--- config.mk ---
export PLATFORM = sky130hd
export DESIGN_NAME = shreg_rx_flat
export DESIGN_NICKNAME = d
export VERILOG_FILES = /design/src/rtl/shreg_rx_if.sv /design/src/rtl/shreg_rx.sv /design/src/flat_wrapper.sv
export SDC_FILE = /design/constraint.sdc
export NUM_CORES = 1
export LEC_CHECK = 0
export BUFFER_PORTS_ARGS = -buffer_cell sky130_fd_sc_hd__clkbuf_2
export CAP_MARGIN = 5
export CORE_MARGIN = 1.5
export CORE_UTILIZATION = 55
export DETAILED_ROUTE_END_ITERATION = 16
export GPL_TIMING_DRIVEN = 0
export PLACE_DENSITY = 0.78
export RECOVER_POWER = 25
export SYNTH_ARGS = -nofsm -noshare
export SYNTH_HDL_FRONTEND = slang
export SYNTH_SLANG_ARGS = --single-unit
--- constraint.sdc ---
create_clock -name clk -period 2.85 [get_ports clk]
set_input_delay 0 -clock clk [delete_from_list [all_inputs] [get_ports clk]]
set_output_delay 0 -clock clk [all_outputs]
set_load 0.03 [all_outputs]
--- src/rtl/shreg_rx_if.sv ---
// Handshake bundle between the serial source/consumer side and the shreg_rx receiver.
// master drives start/sin/ack; slave (the receiver) drives the word and status.
interface shreg_rx_if #(
    parameter int WIDTH = 8
);
    logic             start;
    logic             sin;
    logic             ack;
    logic [WIDTH-1:0] dout;
    logic             valid;
    logic             busy;
    logic             ovr;

    modport master (
        output start, sin, ack,
        input  dout, valid, busy, ovr
    );

    modport slave (
        input  start, sin, ack,
        output dout, valid, busy, ovr
    );
endinterface

--- src/rtl/shreg_rx.sv ---
// Serial-to-parallel receiver for the MSB-first stream of the upstream shift register.
// Reassembles WIDTH-bit frames and presents them with a valid/ack hold handshake and sticky overrun.
module shreg_rx #(
    parameter int WIDTH = 8
) (
    input  logic       clk,
    input  logic       rst,
    shreg_rx_if.slave  bus
);
    localparam int CNT_W = (WIDTH > 1) ? $clog2(WIDTH) : 1;
    localparam logic [CNT_W-1:0] LAST = CNT_W'(WIDTH - 1);

    typedef enum logic {IDLE = 1'b0, SHIFT = 1'b1} state_t;

    state_t           state, state_nxt;
    logic [WIDTH-2:0] sr;
    logic [CNT_W-1:0] cnt;
    logic [WIDTH-1:0] dout_q;
    logic             valid_q;
    logic             ovr_q;
    logic             take, last, busy_c;
    logic [WIDTH-1:0] word;

    // The incoming bit always lands in the LSB; the low WIDTH-1 bits feed sr back.
    assign word = {sr, bus.sin};

    always_ff @(posedge clk or posedge rst) begin
        if (rst) state <= IDLE;
        else     state <= state_nxt;
    end

    always_comb begin
        state_nxt = state;
        case (state)
            IDLE:    if (bus.start) state_nxt = SHIFT;
            SHIFT:   if (cnt == LAST) state_nxt = IDLE;
            default: state_nxt = IDLE;
        endcase
    end

    always_comb begin
        take   = 1'b0;
        last   = 1'b0;
        busy_c = 1'b0;
        case (state)
            IDLE: take = bus.start;
            SHIFT: begin
                busy_c = 1'b1;
                last   = (cnt == LAST);
                take   = (cnt != LAST);
            end
            default: ;
        endcase
    end

    always_ff @(posedge clk or posedge rst) begin
        if (rst) begin
            sr      <= '0;
            cnt     <= '0;
            dout_q  <= '0;
            valid_q <= 1'b0;
            ovr_q   <= 1'b0;
        end else begin
            if (take) begin
                sr  <= word[WIDTH-2:0];
                cnt <= busy_c ? cnt + CNT_W'(1) : CNT_W'(1);
            end
            if (last) begin
                // A new word always wins; an unacknowledged old one is an overrun.
                cnt     <= '0;
                dout_q  <= word;
                valid_q <= 1'b1;
                if (valid_q && !bus.ack) ovr_q <= 1'b1;
            end else if (valid_q && bus.ack) begin
                valid_q <= 1'b0;
            end
        end
    end

    assign bus.dout  = dout_q;
    assign bus.valid = valid_q;
    assign bus.busy  = busy_c;
    assign bus.ovr   = ovr_q;
endmodule

--- src/flat_wrapper.sv ---
// flat-port wrapper written by rule: the top's interface ports become plain ports
module shreg_rx_flat 
#(
    parameter int WIDTH = 8
)
  (clk, rst, bus_start, bus_sin, bus_ack, bus_dout, bus_valid, bus_busy, bus_ovr);
  shreg_rx_if #(.WIDTH(WIDTH)) bus_i ();
  input  logic clk;
  input  logic rst;
  input wire logic [$bits(bus_i.start)-1:0] bus_start;
  input wire logic [$bits(bus_i.sin)-1:0] bus_sin;
  input wire logic [$bits(bus_i.ack)-1:0] bus_ack;
  output wire logic [$bits(bus_i.dout)-1:0] bus_dout;
  output wire logic [$bits(bus_i.valid)-1:0] bus_valid;
  output wire logic [$bits(bus_i.busy)-1:0] bus_busy;
  output wire logic [$bits(bus_i.ovr)-1:0] bus_ovr;
  assign bus_i.start = bus_start;
  assign bus_i.sin = bus_sin;
  assign bus_i.ack = bus_ack;
  assign bus_dout = bus_i.dout;
  assign bus_valid = bus_i.valid;
  assign bus_busy = bus_i.busy;
  assign bus_ovr = bus_i.ovr;
  shreg_rx #(.WIDTH(WIDTH)) u_core (.clk(clk), .rst(rst), .bus(bus_i));
endmodule
# Word-level counts from Yosys, hierarchy flattened
# Index checks and enable logic that the tools add are counted.
# W data, S select, Z words.
[word_totals] ff_bits=21 in_bits=5
[op_classes] n_addsub=1 eq_ne=2 n_mux=11 n_bitwise=1 reduce_logical=6
[ops] op="$mux W3" n=3
[ops] op="$mux W1" n=6
[ops] op="$pmux W1 S2" n=2
[ops] op="$reduce_bool A2 Y1" n=2
[ops] op="$add A3 B1 Y3 const B" n=1
[ops] op="$eq A3 B3 Y1 const B" n=1
[ops] op="$ne A3 B3 Y1 const B" n=1
[ops] op="$logic_and A1 B1 Y1" n=2
[ops] op="$reduce_and A2 Y1" n=1
[ops] op="$logic_not A1 Y1" n=1
[ops] op="$not A1 Y1" n=1

# Depth between registers and ports, before layout
[depth] word_depth=4 ltp_mapped=4

# Worst setup path before layout
# Ideal clock, no wire load.
[synth_path] kind="register to register" startpoint="reg u_core.cnt[0]" endpoint="reg u_core.sr[0]" setup_ns=0.125 arrival_ns=1.413 required_ns=2.725 setup_slack_ns=1.313 path_stages_with_launch=5 n_path_buf=0 period_less_slack_ns=1.537 path_cell_list="dfrtp_1 > ha_1 > ha_1 > a21oi_4 > mux2_2"
[synth_between] elab_chain_len=2
[synth_lines] item="start, declared" line="shreg_rx.sv:17" rtl="logic [CNT_W-1:0] cnt;"
[synth_lines] item="start signal, assigned" line="shreg_rx.sv:66" rtl="cnt <= busy_c ? cnt + CNT_W'(1) : CNT_W'(1);"
[synth_lines] item="$ne A3 B3 Y1" line="shreg_rx.sv:50" rtl="take = (cnt != LAST);"
[synth_lines] item="$pmux W1 S2" line="shreg_rx.sv:45" rtl="case (state)"
[synth_lines] item="end signal, assigned" line="shreg_rx.sv:65" rtl="sr <= word[WIDTH-2:0];"
[synth_lines] item="end, declared" line="shreg_rx.sv:16" rtl="logic [WIDTH-2:0] sr;"
# Every way passes these cells.
# A chain may end at the register's enable or synchronous reset.

# Final worst setup path
# Ends and elaborated chain as after synthesis.

==> results.cfg <==
[drt]
dr.pass1.iters = 2
drtAntennaViolNets = 0
drc = 0
wl_per_cell_um = 12.86
drt-total-wl_mm = 1.183
vias_per_cell = 5.228
vias = 481
drt-initial-drc-count = 1

[logic_synthesis]
ys_seq_elements = 21
synth_cell_type_count = 14
syn-mean-instance-area_sq_um = 15.36
syn_inst = 54
syn-num-nets = 61
netlist_area_sq_um = 829.5
synth_warnings = 0
ys_seq_area_share_pct = 63.35

[sta]
hold_viol = 0
rsz0062_at_grt = false
setup_viol = 0
finalCritPeriodShare_pct = 58.74
finalMaxSlewViolations = 0
max_freq_ghz = 0.5973
slew_headroom_pct = 49.90
finalSetupTns_ns = 0
fin_skew_ns = 0.002506
fin_crit_ns = 1.674
worst_slew_pin_slew_ns = 0.7507

[final_layout]
nets = 85
regArea_sq_um = 525.5
multi_input_area_sq_um = 285.3
drive_above_1_share_pct = 36.36
area.growth.synth_to_final_pct = 17.80
antenna_cells = 0
nFillCells = 105
final_cell_area_sq_um = 977.2
fin_util_pct = 72.38

[cts]
clock_latency_ns = 0.30
cts-root-buf = clkbuf_4
cts_made_buffers = 3
cts_buffer_depth = 2
h-tree-depth = 1
holdBufCountCts = 4
ctsResizeCount = 0
cts_tree = yes
cts_sinks = 21
path_clk_slew_ns = 0.11
cts_setup_buffers = 0

[min_path]
hp-class = primary input to asynchronous set/reset pin

[global_route]
grt_pass1_wl_mm = 2.001
overflow = 0
antenna_found_initial = 0
grtUsageTotal_pct = 15.82
first_global_vias = 467
grt_max_degree = 22

[placed_design]
hpwl_um = 807.5
numPortBuffers = 15
globalplace.congestion = 0.7631
dpl_cell_area_sq_um = 923.4

[pwr]
vdd_drop_max_mv = 0.6923
p_per_area_nw_per_um2 = 1254
leakagePower_nw = 0.4416

[critical_path]
r2r_start = u_core.cnt[0]$_DFFE_PP0P_
cp-endpoint = u_core.sr[0]$_DFFE_PP0P_
cp-start-kind = flip-flop
required_ns = 3.04
critPathMaxFanout = 8
reg2reg_depth = 4
arrival_ns = 1.87
critPathCaptureType = flip-flop
path_class = flip-flop to flip-flop
r2r_end = u_core.sr[0]$_DFFE_PP0P_
ff2ff_setup_slack_ns = 1.18
cp-startpoint = u_core.cnt[0]$_DFFE_PP0P_

[outcome]
status = finished, final reports clean

[floorplanning]
rows = 13
dieArea_sq_um = 1750
start_util_pct = 61.45
dieWidth_um = 41.84
core_sq_um = 1350
boundaryPins = 16
fp.dieH_um = 41.84

[run]
drv_cap = 0
-- through the flow --
| stage | power [mW] | cells | setup slack, ns | hold slack, ns |
|---|---|---|---|---|
| 4_1_cts | 1.260 | 92 | 1.172 | 0.3667 |
| 2_1_floorplan | 0.9759 | 54 | 1.313 | -0.02347 |
| 3_5_place_dp | 1.117 | 84 | 1.188 | 0.1530 |
| 3_3_place_gp | 1.095 | 84 | 1.204 | 0.1531 |
| 5_1_grt | 1.304 | 92 | 1.102 | 0.4329 |
| 6_report | 1.225 | 92 | 1.176 | 0.3463 |
-- flip-flops by register name, summed over array words and instances, names as in the netlist --
register / flops
u_core.sr: 7
u_core.cnt: 3
u_core.bus.ovr: 1
u_core.bus.dout: 8
u_core.bus.valid: 1
u_core.state: 1
-- cell usage in the layout, fill, tap and decap left out --
master	n
nor2_4	1
nand2_2	1
dlygate4sd3_1	4
o21ai_0	2
clkbuf_2	4
clkbuf_1	11
a21oi_4	1
buf_6	1
inv_1	2
nand2_1	4
mux2_2	15
clkinv_2	1
ha_1	2
o32ai_1	1
clkbuf_4	3
nand2b_1	1
o31a_2	1
o21bai_1	1
dfrtp_1	21
-- metal layers --
| metal | up-vias | global-route usage, % | wire length (um) | share of wire (%) |
|---|---|---|---|---|
| li1 | 233 | - | - | - |
| met1 | 232 | 17.92 | 565 | 48 |
| met2 | 12 | 26.25 | 536 | 45 |
| met3 | 4 | 3.043 | 53 | 4.5 |
| met4 | 0 | 11.61 | 27 | 2.3 |
| met5 | - | 0 | 0 | 0 |
-- cells in the mapped netlist --
| master | n | share of area (%) |
|---|---|---|
| dfrtp_1 | 21 | 63 |
| mux2_2 | 15 | 20 |
| nand2_1 | 4 | 1.8 |
| ha_1 | 2 | 3.0 |
| inv_1 | 2 | 0.91 |
| o21ai_0 | 2 | 1.2 |
| a21oi_4 | 1 | 2.0 |
| buf_6 | 1 | 1.4 |
| nand2_2 | 1 | 0.75 |
| nand2b_1 | 1 | 0.75 |
| nor2_4 | 1 | 1.4 |
| o21bai_1 | 1 | 0.91 |
| o31a_2 | 1 | 1.2 |
| o32ai_1 | 1 | 1.1 |
-- worst min-delay path by stage --
stage	startpoint	endpoint	slack (ns)
3_3_place_gp	rst	u_core.cnt[2]$_DFFE_PP0P_	0.15
3_5_place_dp	rst	u_core.cnt[2]$_DFFE_PP0P_	0.15
2_1_floorplan	rst	u_core.bus.dout[0]$_DFFE_PP0P_	-0.02
5_1_grt	rst	u_core.bus.dout[7]$_DFFE_PP0P_	0.43
6_report	rst	u_core.cnt[2]$_DFFE_PP0P_	0.35
4_1_cts	rst	u_core.bus.valid$_DFFE_PP0P_	0.37
-- power breakdown --
| group | switching, mW | internal (mW) | leakage (nW) | total (mW) |
|---|---|---|---|---|
| Clock | 0.0867 | 0.0523 | 0.0177 | 0.139 |
| Sequential | 0.0816 | 0.450 | 0.250 | 0.532 |
| Combinational | 0.324 | 0.231 | 0.174 | 0.555 |
| Total | 0.492 | 0.733 | 0.442 | 1.23 |
-- cell families after synthesis --
logic type	share of synthesized area [%]
buffers and inverters	2.263
AND/OR/NAND/NOR	4.676
adder cells (fa/ha/maj)	3.016
multiplexers	20.36
AO/OA/AOI/OAI	6.336
flip-flops	63.35
-- cell type report --
type / instances / share of cell area [%]
Inverter: 2 / 0.7682
Sequential cell: 21 / 53.78
Clock inverter: 1 / 0.5122
Tap cell: 15 / 1.921
Multi-Input combinational cell: 30 / 29.19
Timing Repair Buffer: 19 / 10.37
Clock buffer: 3 / 2.305
Buffer: 1 / 1.152
-- critical path: stages (launching register included) --
cell and delay [ns]:
dfrtp_1 0.42, ha_1 0.20, ha_1 0.26, a21oi_4 0.31, mux2_2 0.38
(Power assumes the default switching activity.)
